==> config.mk <==
export PLATFORM = sky130hd
export DESIGN_NAME = divider_8_by_4_seq
export DESIGN_NICKNAME = d
export VERILOG_FILES = /design/src/rtl/div_pkg.sv /design/src/rtl/div_restore_step.sv /design/src/rtl/divider_8_by_4_seq.sv
export SDC_FILE = /design/constraint.sdc
export NUM_CORES = 1
export LEC_CHECK = 0
export ABC_AREA = 1
export BUFFER_PORTS_ARGS = -buffer_cell sky130_fd_sc_hd__buf_2
export CAP_MARGIN = 0
export CELL_PAD_IN_SITES_DETAIL_PLACEMENT = 1
export CELL_PAD_IN_SITES_GLOBAL_PLACEMENT = 1
export CORE_ASPECT_RATIO = 1.4
export CORE_UTILIZATION = 44
export CTS_CLUSTER_SIZE = 10
export DETAILED_ROUTE_END_ITERATION = 6
export PLACE_DENSITY_LB_ADDON = 0.3
export SYNTH_ARGS = -nofsm -noshare
export SYNTH_HDL_FRONTEND = slang
export SYNTH_SLANG_ARGS = --single-unit
==> constraint.sdc <==
create_clock -name clk -period 3 [get_ports clk]
set_clock_uncertainty 0.15 [all_clocks]
set_input_delay 0.45 -clock clk [delete_from_list [all_inputs] [get_ports clk]]
set_output_delay 0.45 -clock clk [all_outputs]
set_load 0.02 [all_outputs]
==> src/rtl/div_pkg.sv <==
// Shared definitions for the sequential restoring divider.
//   - state_t   : controller states (IDLE, CALC, FIN)
//   - N_W_DEF   : default dividend / quotient width
//   - D_W_DEF   : default divisor / remainder width
//   - CNT_W     : iteration counter width for the default dividend width
//   - DBZ_QUOT  : quotient reported for a zero divisor (all ones)
package div_pkg;

  localparam int unsigned N_W_DEF = 8;
  localparam int unsigned D_W_DEF = 4;
  localparam int unsigned CNT_W   = $clog2(N_W_DEF);

  localparam logic [N_W_DEF-1:0] DBZ_QUOT = '1;

  typedef enum logic [1:0] {
    IDLE = 2'd0,
    CALC = 2'd1,
    FIN  = 2'd2
  } state_t;

endpackage

==> src/rtl/div_restore_step.sv <==
// One combinational restoring-division step.
//   rem_in  [D_W:0]   partial remainder from the previous step
//   bit_in            next dividend bit (MSB first)
//   divisor [D_W-1:0] divisor
//   rem_out [D_W:0]   partial remainder after shift and conditional subtract
//   q_bit             quotient bit produced by this step
module div_restore_step #(
  parameter int unsigned D_W = 4
) (
  input  logic [D_W:0]   rem_in,
  input  logic           bit_in,
  input  logic [D_W-1:0] divisor,
  output logic [D_W:0]   rem_out,
  output logic           q_bit
);

  // Kept one bit wider than the partial remainder so the shift never loses
  // information; after a valid step the top bit is always zero.
  logic [D_W+1:0] shifted;

  always_comb begin
    shifted = {rem_in, bit_in};
    if (shifted >= {2'b00, divisor}) begin
      rem_out = (D_W+1)'(shifted - {2'b00, divisor});
      q_bit   = 1'b1;
    end else begin
      rem_out = (D_W+1)'(shifted);
      q_bit   = 1'b0;
    end
  end

endmodule

==> src/rtl/divider_8_by_4_seq.sv <==
// Sequential restoring divider: N_W-bit unsigned dividend by D_W-bit unsigned
// divisor, one quotient bit per clock, start/done handshake.
//   clk, rst     rising-edge clock, synchronous active-high reset
//   start        request; sampled only in IDLE
//   dividend     unsigned dividend, captured on the accepting edge
//   divisor      unsigned divisor, captured on the accepting edge
//   busy         high while a division is in progress
//   done         one-cycle pulse when results become valid
//   quotient     result quotient, updated only on entry to FIN
//   remainder    result remainder, updated only on entry to FIN
//   div_by_zero  set with done when the divisor was zero; cleared on next accept
module divider_8_by_4_seq
  import div_pkg::*;
#(
  parameter int unsigned N_W = N_W_DEF,
  parameter int unsigned D_W = D_W_DEF
) (
  input  logic           clk,
  input  logic           rst,
  input  logic           start,
  input  logic [N_W-1:0] dividend,
  input  logic [D_W-1:0] divisor,
  output logic           busy,
  output logic           done,
  output logic [N_W-1:0] quotient,
  output logic [D_W-1:0] remainder,
  output logic           div_by_zero
);

  localparam int unsigned CW = $clog2(N_W);

  state_t         state_q, state_d;
  logic [CW-1:0]  cnt_q, cnt_d;
  logic [N_W-1:0] dvd_q, dvd_d;
  logic [D_W-1:0] dvs_q, dvs_d;
  logic [D_W:0]   part_q, part_d;
  logic [N_W-1:0] quotient_q, quotient_d;
  logic [D_W-1:0] remainder_q, remainder_d;
  logic           dbz_q, dbz_d;
  logic           busy_q, busy_d;
  logic           done_q, done_d;

  logic [D_W:0]   step_rem;
  logic           step_q;

  div_restore_step #(.D_W(D_W)) u_step (
    .rem_in  (part_q),
    .bit_in  (dvd_q[N_W-1]),
    .divisor (dvs_q),
    .rem_out (step_rem),
    .q_bit   (step_q)
  );

  // The dividend register doubles as the quotient accumulator: each step
  // consumes its MSB and shifts the new quotient bit in at the LSB, so after
  // N_W steps it holds the complete quotient.
  always_comb begin
    state_d     = state_q;
    cnt_d       = cnt_q;
    dvd_d       = dvd_q;
    dvs_d       = dvs_q;
    part_d      = part_q;
    quotient_d  = quotient_q;
    remainder_d = remainder_q;
    dbz_d       = dbz_q;
    busy_d      = busy_q;
    done_d      = 1'b0;

    unique case (state_q)
      IDLE: begin
        busy_d = 1'b0;
        if (start) begin
          if (divisor != '0) begin
            dvd_d   = dividend;
            dvs_d   = divisor;
            part_d  = '0;
            cnt_d   = CW'(N_W - 1);
            dbz_d   = 1'b0;
            busy_d  = 1'b1;
            state_d = CALC;
          end else begin
            quotient_d  = '1;
            remainder_d = dividend[D_W-1:0];
            dbz_d       = 1'b1;
            done_d      = 1'b1;
            state_d     = FIN;
          end
        end
      end

      CALC: begin
        part_d = step_rem;
        dvd_d  = {dvd_q[N_W-2:0], step_q};
        if (cnt_q == '0) begin
          quotient_d  = {dvd_q[N_W-2:0], step_q};
          remainder_d = step_rem[D_W-1:0];
          busy_d      = 1'b0;
          done_d      = 1'b1;
          state_d     = FIN;
        end else begin
          cnt_d = cnt_q - 1'b1;
        end
      end

      FIN: begin
        busy_d  = 1'b0;
        state_d = IDLE;
      end

      default: begin
        busy_d  = 1'b0;
        state_d = IDLE;
      end
    endcase
  end

  always_ff @(posedge clk) begin
    if (rst) begin
      state_q     <= IDLE;
      cnt_q       <= '0;
      dvd_q       <= '0;
      dvs_q       <= '0;
      part_q      <= '0;
      quotient_q  <= '0;
      remainder_q <= '0;
      dbz_q       <= 1'b0;
      busy_q      <= 1'b0;
      done_q      <= 1'b0;
    end else begin
      state_q     <= state_d;
      cnt_q       <= cnt_d;
      dvd_q       <= dvd_d;
      dvs_q       <= dvs_d;
      part_q      <= part_d;
      quotient_q  <= quotient_d;
      remainder_q <= remainder_d;
      dbz_q       <= dbz_d;
      busy_q      <= busy_d;
      done_q      <= done_d;
    end
  end

  assign busy        = busy_q;
  assign done        = done_q;
  assign quotient    = quotient_q;
  assign remainder   = remainder_q;
  assign div_by_zero = dbz_q;

endmodule

=== Word level (Yosys, flattened, before mapping) ===
Index checks and enable logic that the tools add are counted.

* Bits in registers: 37
* Output and inout port bits: 15
* Word-level logic and storage cells: 61

* Add/subtract/negate cells: 2
* Magnitude comparators: 1
* Eq/ne operators: 6
* Muxes and demuxes: 32
* Reduce and logical (&&, ||, !) cells: 10

{| class="wikitable"
|+ Operators with widths
! operator !! count
|-
| $mux 8 || 5
|-
| $pmux 8 s2 || 2
|-
| $mux 5 || 3
|-
| $mux 4 || 3
|-
| $ne 2x2->1 const B || 5
|-
| $pmux 5 s2 || 1
|-
| $mux 3 || 3
|-
| $pmux 4 s2 || 1
|-
| $reduce_and 4->1 || 2
|-
| $mux 1 || 7
|-
| $ge 6x4->1 || 1
|-
| $mux 2 || 3
|-
| $pmux 3 s2 || 1
|-
| $reduce_and 3->1 || 2
|-
| $sub 5x4->5 || 1
|-
| $pmux 1 s2 || 2
|-
| $pmux 2 s2 || 1
|-
| $reduce_and 2->1 || 2
|-
| $reduce_bool 4->1 || 1
|-
| $logic_not 3->1 || 1
|-
| $sub 3x1->3 const B || 1
|-
| $eq 2x1->1 const B || 1
|-
| $logic_not 2->1 || 1
|-
| $reduce_bool 2->1 || 1
|}

=== Longest topological paths before layout ===
Gate-level depths: netlist (run 1).

* Depth after elaboration: 4
* Gate-level depth with buffers: 12

=== Hierarchy ===
A second synthesis (run 1) with hierarchy kept.

* Cell total of the unflattened synthesis: 278
* Area, all modules: 1941.9 µm²

{| class="wikitable"
|+ Modules (own cells, without submodules)
! module !! times used !! cells each !! area each (µm²) !! sequential area each (µm²)
|-
| divider_8_by_4_seq || 1 || 233 || 1656.6 || 740.7
|-
| div_restore_step || 1 || 45 || 285.3 || 0.0
|}

=== Worst setup path before layout (run 1) ===
No wires, ideal clock.

* Path kind: reg-to-reg
* From: register dvd_q[7]
* To: register part_q[0]
* Data arrival time: 1574 ps
* Setup slack: 1167 ps
* Stages on the path, launching flop included: 13
* Buffers on the path: 0
* Period minus slack after synthesis: 1833 ps
* Path through: dfxtp_1 -> inv_1 -> ha_1 -> inv_1 -> fa_1 -> inv_1 -> nor2_1 -> nor2_2 -> nand2_4 -> nand3b_1 -> nand3_1 -> nand2_1 -> inv_1

* Longest elaborated chain between the ends: 3
* Elaborated cells between the ends (all ways): 4

{| class="wikitable"
|+ Ends and longest elaborated chain
! what !! line !! RTL
|-
| start: declaration || divider_8_by_4_seq.sv:34 || <nowiki>logic [N_W-1:0] dvd_q, dvd_d;</nowiki>
|-
| start signal: assignment || divider_8_by_4_seq.sv:132 || <nowiki>dvd_q <= dvd_d;</nowiki>
|-
| $sub 5x4->5 or $ge 6x4->1 (tied branches) || div_restore_step.sv:24, div_restore_step.sv:23 ||
|-
| $mux 5 * || div_restore_step.sv:23 || <nowiki>if (shifted >= {2'b00, divisor}) begin</nowiki>
|-
| $pmux 5 s2 * || divider_8_by_4_seq.sv:69 || <nowiki>unique case (state_q)</nowiki>
|-
| end signal: assignment || divider_8_by_4_seq.sv:134 || <nowiki>part_q <= part_d;</nowiki>
|-
| end: declaration || divider_8_by_4_seq.sv:36 || <nowiki>logic [D_W:0] part_q, part_d;</nowiki>
|}

Every way passes the cells marked *; elsewhere a longest branch is shown, timed or not.
A chain may end at the register's enable or synchronous reset.

=== Worst setup path in the final report (run 1) ===
* From: register dvd_q[7]
* To: register remainder_q[0], in the netlist remainder[0]

* Longest elaborated chain between the ends: 4
* Elaborated cells between the ends (all ways): 5

{| class="wikitable"
|+ Ends and longest elaborated chain
! what !! line !! RTL
|-
| $sub 5x4->5 or $ge 6x4->1 (tied branches) || div_restore_step.sv:24, div_restore_step.sv:23 ||
|-
| $mux 5 * || div_restore_step.sv:23 ||
|-
| $mux 4 * || divider_8_by_4_seq.sv:94 || <nowiki>if (cnt_q == '0) begin</nowiki>
|-
| $pmux 4 s2 * || divider_8_by_4_seq.sv:69 ||
|-
| end signal: assignment || divider_8_by_4_seq.sv:136 || <nowiki>remainder_q <= remainder_d;</nowiki>
|-
| end: declaration || divider_8_by_4_seq.sv:38 || <nowiki>logic [D_W-1:0] remainder_q, remainder_d;</nowiki>
|}

Every way passes the cells marked *; elsewhere a longest branch is shown, timed or not. The select of a mux whose other input is x is not followed.

==> results of run 1 <==
[sequential cells by signal, summed over array words and instances (netlist names)]
name         cells
div_by_zero      1
cnt_q            3
busy             1
remainder        4
quotient         8
part_q           5
done             1
dvd_q            8
dvs_q            4
state_q          2
[layer usage]
| metal | up-vias | routed length, um | part of all wire |
|---|---|---|---|
| li1 | 863 | - | - |
| met1 | 801 | 1840 | 0.43 |
| met2 | 18 | 2275 | 0.53 |
| met3 | 6 | 105 | 0.024 |
| met4 | 0 | 65 | 0.015 |
| met5 | - | 0 | 0 |
[power breakdown]
part | total [mW] | leakage (nW) | internal, mW | switching, mW
sequential | 0.575 | 0.304 | 0.544 | 0.0307
combinational | 0.365 | 0.819 | 0.122 | 0.243
clock | 0.449 | 0.0585 | 0.271 | 0.178
[path summary, 6_finish.rpt]
path / start / end / slack, ns / cells after the start
worst min register to register: dvd_q[3] / dvd_q[3] / 0.31 / 2
worst max register to register: dvd_q[7] / remainder[0] / 0.90 / 12
worst max-delay path: dvd_q[7] / remainder[0] / 0.90 / 12
worst min-delay path: rst / busy / 0.28 / 2
[critical path: stages (launching register included)]
cell	delay (ns)
dfxtp_1	0.32
inv_1	0.08
ha_1	0.14
inv_1	0.06
fa_1	0.40
inv_1	0.08
nor2_1	0.07
nor2_2	0.25
nand2_4	0.12
nand3b_1	0.13
nand3_1	0.09
nand2_1	0.07
inv_1	0.04
[cells in the final DEF, fill, tap and decap left out, types with 2 or more instances in the layout]
cell type,instances
inv_1,47
o211ai_2,7
nand2_1,45
nand2_2,3
nor2_4,4
xor2_1,2
nand4_1,6
o21ai_1,7
nor2_2,4
a21oi_1,14
nand2_4,3
o21ai_0,10
nor2_1,22
dfxtp_1,37
inv_2,3
clkbuf_8,6
buf_2,29
o22ai_1,2
nand3_1,18
ha_1,6
[kinds of logic after synthesis]
group	Yosys count	synth area share
DFF	37	0.3810
buffers and inverters	60	0.1371
and+or+nand+nor	109	0.2806
xor gates and xnor gates	2	0.009011
adders and majority gates	7	0.04891
AOI/OAI and AO/OA	42	0.1435
[layout make-up]
| cell class | count | area (sq um) | area share |
|---|---|---|---|
| inverter | 51 | 198.9 | 0.08958 |
| timing repair buffer | 30 | 152.6 | 0.06873 |
| tap | 60 | 75.07 | 0.03380 |
| sequential | 37 | 740.7 | 0.3335 |
| clock inverter | 1 | 30.03 | 0.01352 |
| clock buffer | 7 | 86.33 | 0.03887 |
| multi-input combinational | 160 | 937.1 | 0.4220 |
==> impl_metrics.yaml, run 1 <==
yosys:
  synth_seq_cells: 37
  synth_most_common_cell: "inv_1"
  yosysUniqueCellTypes: 29
  synthArstFlopShare: 0
  synth_top_area_cell: "dfxtp_1"
  synth_area_leaders: "dfxtp_1 (38%), inv_1 (9.1%), nand2_1 (8.7%)"
  synth_area_sq_um: 1944
  synth-edff-count: 0
  yosysSeqAreaShare: 0.3810
  syn-num-nets: 279
  yosys-top-cells-count: "inv_1 (47), nand2_1 (45), dfxtp_1 (37), nor2_1 (22), nand3_1 (18)"
  netlist.area_leader.share: 0.3810
  ys_warn_count: 0
  syn_avg_cell_area_sq_um: 7.566
  syn_inst: 257
  ys.flop_type: "dfxtp_1"
placed_design:
  placed_area_sq_um: 2105
  numPortBuffers: 29
  post-place-ws_ns: 0.9364
  place_congestion: 0.8679
  placed_cells: 338
  place_hpwl_um: 3226
drt:
  ant_nets: 0
  viasPerCell: 4.879
  route.vias.total: 1688
  dr.pass1.iters: 3
  drt_iter0_markers: 51
  avgRoutedWirePerCell_um: 12.39
  drc_errors: 0
  wirelength_um: 4286
floorplan:
  rows: 28
  die_h_um: 80.66
  io_pins: 30
  fp.coreArea_sq_um: 4239
  start_util: 0.4587
  fp.dieArea_sq_um: 4693
  fp.dieW_um: 58.18
power_and_ir_drop:
  total_power_mw: 1.389
  p_leak_nw: 1.181
  ir_worst_vdd_mv: 0.3779
  power_density_nw_per_um2: 625.6
sta:
  max_slew.worst_pin.slew_ns: 0.7626
  rsz0062_at_grt: "no"
  finalSetupTns_ns: 0
  hold_violations: 0
  max-slew-margin-rel: 0.4902
  fin_crit_sh: 0.6988
  final.setup.worst_slack_ns: 0.9037
  maxSlewViolCount: 0
  fmax_mhz: 477.0
  fin_crit_ns: 2.096
  whs_ns: 0.2753
  setup_viol: 0
final_layout:
  drive_above_1_share: 0.2273
  final_nets: 307
  stdcell_area_sq_um: 2221
  final_cells: 346
  syn_to_final_growth_pct: 14.22
  antenna_cells: 0
  final_util: 0.5239
  n_fill_cell: 557
worst_hold_path:
  hold_class: "in2reg"
global_routing:
  grt_overflow: 0
  grt.met1_usage: 0.2249
  grt_pass1_vias: 1656
  use_met3: 0.05797
  grt.total_usage: 0.2075
  busiest_layer: "met2"
  grt_pass1_wl_um: 7307
  use_met2: 0.3805
  grt_max_degree: 22
  antenna_found_initial: 0
cts:
  postCtsResizedCells: 0
  cts.htree.levels: 2
  cts_setup_buffers: 0
  clockBufferDepth: 2
  insertion_delay_ns: 0.29
  clock-sinks: 37
  cts_tree: "done"
  clk_pin_slew_ns: 0.08
  cts_root_buffer: "clkbuf_8"
  cts_made_buffers: 5
  hold_buffers: 0
worst_setup_path:
  worstPathRequired_ns: 3.04
  worstPathMaxFanout: 7
  crit_type: "reg2reg"
  worstPathArrival_ns: 2.14
  critPathCaptureType: "flip-flop"
  critPathLaunchType: "flip-flop"
run:
  max_cap_violations: 0
outcome:
  status: "finished, final reports clean"
No activity file was read; power rests on OpenSTA's default activity.
==> run 2: changes to the inputs <==
--- a/config.mk
+++ b/config.mk
@@ -11,7 +11,7 @@
 export CELL_PAD_IN_SITES_DETAIL_PLACEMENT = 1
 export CELL_PAD_IN_SITES_GLOBAL_PLACEMENT = 1
 export CORE_ASPECT_RATIO = 1.4
-export CORE_UTILIZATION = 44
+export CORE_UTILIZATION = 41
 export CTS_CLUSTER_SIZE = 10
 export DETAILED_ROUTE_END_ITERATION = 6
 export PLACE_DENSITY_LB_ADDON = 0.3
==> constraint.sdc (replaced) <==
create_clock -name clk -period 2.1 [get_ports clk]
set_clock_uncertainty 0.15 [all_clocks]
set_input_delay 0.315 -clock clk [delete_from_list [all_inputs] [get_ports clk]]
set_output_delay 0.315 -clock clk [all_outputs]
set_load 0.02 [all_outputs]
==> impl_metrics.yaml, run 2 (synthesis results as in run 1) <==
global_routing:
  grt_pass1_wl_um: 7783
  grt_overflow: 0
  grt.total_usage: 0.2072
  antenna_found_initial: 0
  grt_max_degree: 22
  grt_pass1_vias: 1780
floorplan:
  io_pins: 30
  die_h_um: 83.48
  fp.dieW_um: 60.20
  fp.dieArea_sq_um: 5026
  start_util: 0.4287
  fp.coreArea_sq_um: 4536
  rows: 29
cts:
  insertion_delay_ns: 0.29
  clk_pin_slew_ns: 0.08
  cts.htree.levels: 2
  clockBufferDepth: 2
  hold_buffers: 0
  cts_tree: "done"
  cts_made_buffers: 5
  clock-sinks: 37
  cts_root_buffer: "clkbuf_8"
  cts_setup_buffers: 0
run:
  max_cap_violations: 0
final_layout:
  final_nets: 310
  antenna_cells: 0
  drive_above_1_share: 0.2388
  layout_common_cells: "inv_1 (47), nand2_1 (45), dfxtp_1 (37)"
  final_util: 0.4897
  final_cells: 351
  layout_commonest_cell: "inv_1"
  syn_to_final_growth_pct: 14.22
worst_setup_path:
  crit_type: "reg2reg"
  worstPathArrival_ns: 2.03
  worstPathRequired_ns: 2.15
  worstPathMaxFanout: 7
  critPathCaptureType: "flip-flop"
  critPathLaunchType: "flip-flop"
sta:
  finalSetupTns_ns: 0
  hold_violations: 0
  fmax_mhz: 505.9
  max_slew.worst_pin.slew_ns: 0.4288
  fin_crit_ns: 1.977
  setup_viol: 0
  fin_crit_sh: 0.9412
  maxSlewViolCount: 0
  max-slew-margin-rel: 0.7131
power_and_ir_drop:
  power_density_nw_per_um2: 835.8
  ir_worst_vdd_mv: 0.3570
  p_leak_nw: 1.183
placed_design:
  place_congestion: 0.8197
  place_hpwl_um: 3534
  placed_cells: 343
  numPortBuffers: 29
drt:
  drt_iter0_markers: 45
  dr.pass1.iters: 4
  drc_errors: 0
  avgRoutedWirePerCell_um: 13.14
  wirelength_um: 4612
  route.vias.total: 1709
  viasPerCell: 4.869
  ant_nets: 0
outcome:
  status: "finished, final reports clean"
worst_hold_path:
  hold_class: "in2reg"
run 2: cell count changes in the layout (fill, tap and decap cells not counted):
cell | before | now
bufinv_16 | 1 | 0
buf_4 | 1 | 4
clkbuf_8 | 6 | 5
clkinv_2 | 0 | 2
nor2_4 | 4 | 5
clkbuf_1 | 1 | 0
clkinvlp_4 | 0 | 1
nor2_2 | 4 | 3
run 2: per-layer routing:
metal  vias up  GRT usage  routed length, um
li1        868          -                  -
met1       804     0.2234               1870
met2        25     0.3636               2506
met3        12    0.05116                115
met4         0    0.09091                120
met5         -          0                  0
run 2: layout make-up:
| type | count | area [sq um] |
|---|---|---|
| fillers | 606 | 2315 |
| clock inverters | 3 | 17.52 |
| repair buffers | 33 | 175.2 |
| inverters | 51 | 198.9 |
| multi-input cells | 160 | 942.2 |
| clock buffers | 5 | 68.82 |
| flip-flops and latches | 37 | 740.7 |
| well taps | 62 | 77.57 |
run 2: worst paths after layout:
path	startpoint	endpoint	slack (ns)	cells after the start
setup / recovery	dvd_q[7]	remainder[3]	0.12	12
hold / removal	rst	busy	0.15	2
setup reg to reg	dvd_q[7]	remainder[3]	0.12	12
hold reg to reg	dvd_q[4]	dvd_q[4]	0.31	2
run 2: stage by stage:
stage	power, mW	instance area, sq um	hold WS, ns	setup WS [ns]
6_report	1.856	2221	0.1466	0.1235
5_1_grt	1.978	2221	0.1543	-0.005869
4_1_cts	1.870	2216	0.1443	0.06173
3_5_place_dp	1.376	2130	0.2948	0.06233
3_3_place_gp	1.357	2130	0.2818	0.1269
2_1_floorplan	1.246	1944	0.2737	0.2669
run 2: power by group:
| part | total (mW) | internal (mW) | leakage, nW | switching, mW |
|---|---|---|---|---|
| clock network | 0.492 | 0.229 | 0.0439 | 0.263 |
| registers | 0.823 | 0.777 | 0.304 | 0.0455 |
| logic | 0.542 | 0.183 | 0.835 | 0.358 |
run 2: worst max-delay path: stages (launching register included):
cell	delay, ns
dfxtp_1	0.32
inv_1	0.07
ha_1	0.14
inv_1	0.06
fa_1	0.40
inv_1	0.07
nor2_1	0.08
nor2_4	0.19
nand2_4	0.10
nand3_1	0.11
nand3_1	0.09
nand2_1	0.07
inv_1	0.03
run 2: repair_timing:
item,4_1_cts,5_1_grt
hold endpoints to repair,0,0
resized for setup,0,1
endpoints found under the setup margin,0,9
==> run 3: changes to the inputs <==
--- a/config.mk
+++ b/config.mk
@@ -5,13 +5,13 @@
 export SDC_FILE = /design/constraint.sdc
 export NUM_CORES = 1
 export LEC_CHECK = 0
-export ABC_AREA = 1
 export BUFFER_PORTS_ARGS = -buffer_cell sky130_fd_sc_hd__buf_2
 export CAP_MARGIN = 0
 export CELL_PAD_IN_SITES_DETAIL_PLACEMENT = 1
 export CELL_PAD_IN_SITES_GLOBAL_PLACEMENT = 1
 export CORE_ASPECT_RATIO = 1.4
-export CORE_UTILIZATION = 41
+export CORE_UTILIZATION = 43
+export CTS_BUF_LIST = sky130_fd_sc_hd__clkbuf_4
 export CTS_CLUSTER_SIZE = 10
 export DETAILED_ROUTE_END_ITERATION = 6
 export PLACE_DENSITY_LB_ADDON = 0.3
==> impl_metrics.yaml, run 3 <==
cts:
  cts_setup_buffers: 0
  cts_made_buffers: 5
  cts.htree.levels: 2
  clockBufferDepth: 2
  hold_buffers: 0
  clock-sinks: 37
  clk_pin_slew_ns: 0.11
  cts_tree: "done"
  insertion_delay_ns: 0.34
  cts_root_buffer: "clkbuf_4"
sta:
  max_slew.worst_pin.slew_ns: 0.8062
  fin_crit_sh: 0.9499
  fin_crit_ns: 1.995
  hold_violations: 0
  max-slew-margin-rel: 0.4619
  rsz0062_at_grt: "no"
  maxSlewViolCount: 0
  setup_viol: 0
  whs_ns: 0.09642
  fmax_mhz: 501.3
  finalSetupTns_ns: 0
power_and_ir_drop:
  clkPwrFrac: 0.199
  netSwitchingFraction: 0.3645
  p_leak_nw: 0.8810
  p_int_mw: 1.184
  ir_worst_vdd_mv: 0.3544
  pwr-share-comb: 0.352
  p_sw_uw: 678.9
  power_density_nw_per_um2: 844.0
  p_seq_frac: 0.449
global_routing:
  use_met3: 0.04723
  busiest_layer: "met2"
  grt.total_usage: 0.2261
  antenna_found_initial: 0
  use_met2: 0.4155
  grt_pass1_vias: 1595
  grt.met1_usage: 0.2452
  grt_overflow: 0
  grt_pass1_wl_um: 7645
  grt_max_degree: 38
worst_setup_path:
  critPathLaunchType: "flip-flop"
  r2r_start: "dvs_q[1]"
  worstPathMaxFanout: 3
  reg2reg_depth: 7
  worstPathRequired_ns: 2.22
  crit_type: "reg2reg"
  reg2reg_to: "remainder[2]"
  r2r_setup_slack_ns: 0.11
  critPathCaptureType: "flip-flop"
  worstPathArrival_ns: 2.11
yosys:
  synth_area_sq_um: 1812
  synthArstFlopShare: 0
  syn_inst: 204
  synth_seq_cells: 37
  yosysUniqueCellTypes: 42
  synth-edff-count: 0
  synth_area_leaders: "dfxtp_1 (41%), nor2_1 (7.9%), a311oi_2 (5.8%)"
  yosys-top-cells-count: "nor2_1 (38), dfxtp_1 (37), nand2_1 (28), a21oi_1 (9), inv_1 (8)"
  ys.flop_type: "dfxtp_1"
  synth_top_area_cell: "dfxtp_1"
  ys_warn_count: 0
  syn_avg_cell_area_sq_um: 8.881
  netlist.area_leader.share: 0.4088
  synth_most_common_cell: "nor2_1"
  yosysSeqAreaShare: 0.4088
  syn-num-nets: 226
floorplan:
  fp.coreArea_sq_um: 3986
  rows: 27
  fp.dieArea_sq_um: 4481
  io_pins: 30
  die_h_um: 78.81
  fp.dieW_um: 56.86
  start_util: 0.4545
drt:
  ant_nets: 0
  avgRoutedWirePerCell_um: 17.08
  dr.pass1.iters: 6
  drt_iter0_markers: 62
  drc_errors: 4
  wirelength_um: 4834
  viasPerCell: 5.693
  route.vias.total: 1611
final_layout:
  final_nets: 262
  stdcell_area_sq_um: 2207
  antenna_cells: 0
  layout_commonest_cell: "nor2_1"
  drive_above_1_share: 0.3625
  layout_common_cells: "nor2_1 (38), dfxtp_1 (33), buf_2 (29)"
  syn_to_final_growth_pct: 21.82
outcome:
  violations: "DRC"
  status: "finished with violations"
placed_design:
  placed_area_sq_um: 2056
  place_hpwl_um: 3397
  numPortBuffers: 29
  place_congestion: 0.7906
worst_hold_path:
  worstHoldStart: "divisor[2]"
  hold_class: "in2reg"
  min_path_cells: 3
  hold_end: "dvs_q[2]"
run:
  max_cap_violations: 0
[run 3: changes by cell type in the layout (fill, tap and decap cells not counted), sizes merged, moves of 4 or more]
cell	before	now
nand3	19	1
a211oi	0	10
inv	51	8
o21ai	18	5
o211ai	7	2
nand2	51	28
nand4	6	1
nor2b	0	4
buf	33	41
a22oi	0	4
a311oi	0	11
nor2	31	39
[run 3: logic make-up (layout without fill, tap and decap cells)]
group | count (synthesis) | after routing | share of synthesized area
AOI/OAI and AO/OA | 48 | 48 | 0.2410
buffers and inverters | 20 | 56 | 0.05525
DFF | 37 | 37 | 0.4088
adders and majority gates | 7 | 7 | 0.05249
and+or+nand+nor | 87 | 87 | 0.2169
xor gates and xnor gates | 3 | 3 | 0.01451
muxes | 2 | 2 | 0.01105
[run 3: worst max path at each step]
stage	end	slack (ns)	startpoint
floorplan	remainder[3]	0.15	dvd_q[7]
global placement	remainder[3]	0.05	dvd_q[7]
detailed placement	remainder[3]	-0.04	dvs_q[1]
CTS	remainder[1]	0.01	dvs_q[1]
global route	remainder[2]	0.03	dvs_q[1]
finish	remainder[2]	0.11	dvs_q[1]
[run 3: power groups by stage]
stage | logic, mW | clock network (mW) | registers (mW)
floorplan | 0.372 | 0 | 0.864
CTS | 0.582 | 0.382 | 0.831
global route | 0.720 | 0.408 | 0.846
detailed placement | 0.570 | 0 | 0.846
finish | 0.656 | 0.370 | 0.837
global placement | 0.548 | 0 | 0.843
[run 3: per-stage QoR]
stage	setup slack (ns)	util	instances	power, mW
finish	0.1053	0.5537	283	1.863
global route	0.02705	0.5537	283	1.975
detailed placement	-0.04283	0.5157	276	1.416
floorplan	0.1466	-	204	1.236
global placement	0.05446	0.5157	276	1.391
CTS	0.01082	0.5298	283	1.795
[run 3: area by class of cell]
type	count	area, sq um
fill	485	1779
multi-input combinational	147	1069
sequential	37	745.7
timing repair buffer	41	260.3
tap	43	53.80
clock buffer	6	45.04
inverter	8	30.03
clock inverter	1	3.754
[run 3: routing by layer]
layer / routed length (um) / vias to the layer above
met1: 2004 / 781
met3: 152 / 10
met4: 114 / 0
met5: 0 / -
li1: - / 786
met2: 2562 / 34
[run 3: worst max-delay path, stage by stage (launching register included)]
cell and delay (ns):
dfxtp_2 0.34, inv_1 0.13, ha_4 0.22, and4_4 0.19, or3_4 0.36, o21ai_1 0.17, o211ai_1 0.15, a311oi_1 0.22
[run 3: timing repair]
| action | CTS | global route |
|---|---|---|
| gates resized for setup | 3 | 19 |
| pin swaps | 0 | 3 |
| setup endpoints to repair | 5 | 9 |
| hold endpoints to repair | 0 | 0 |
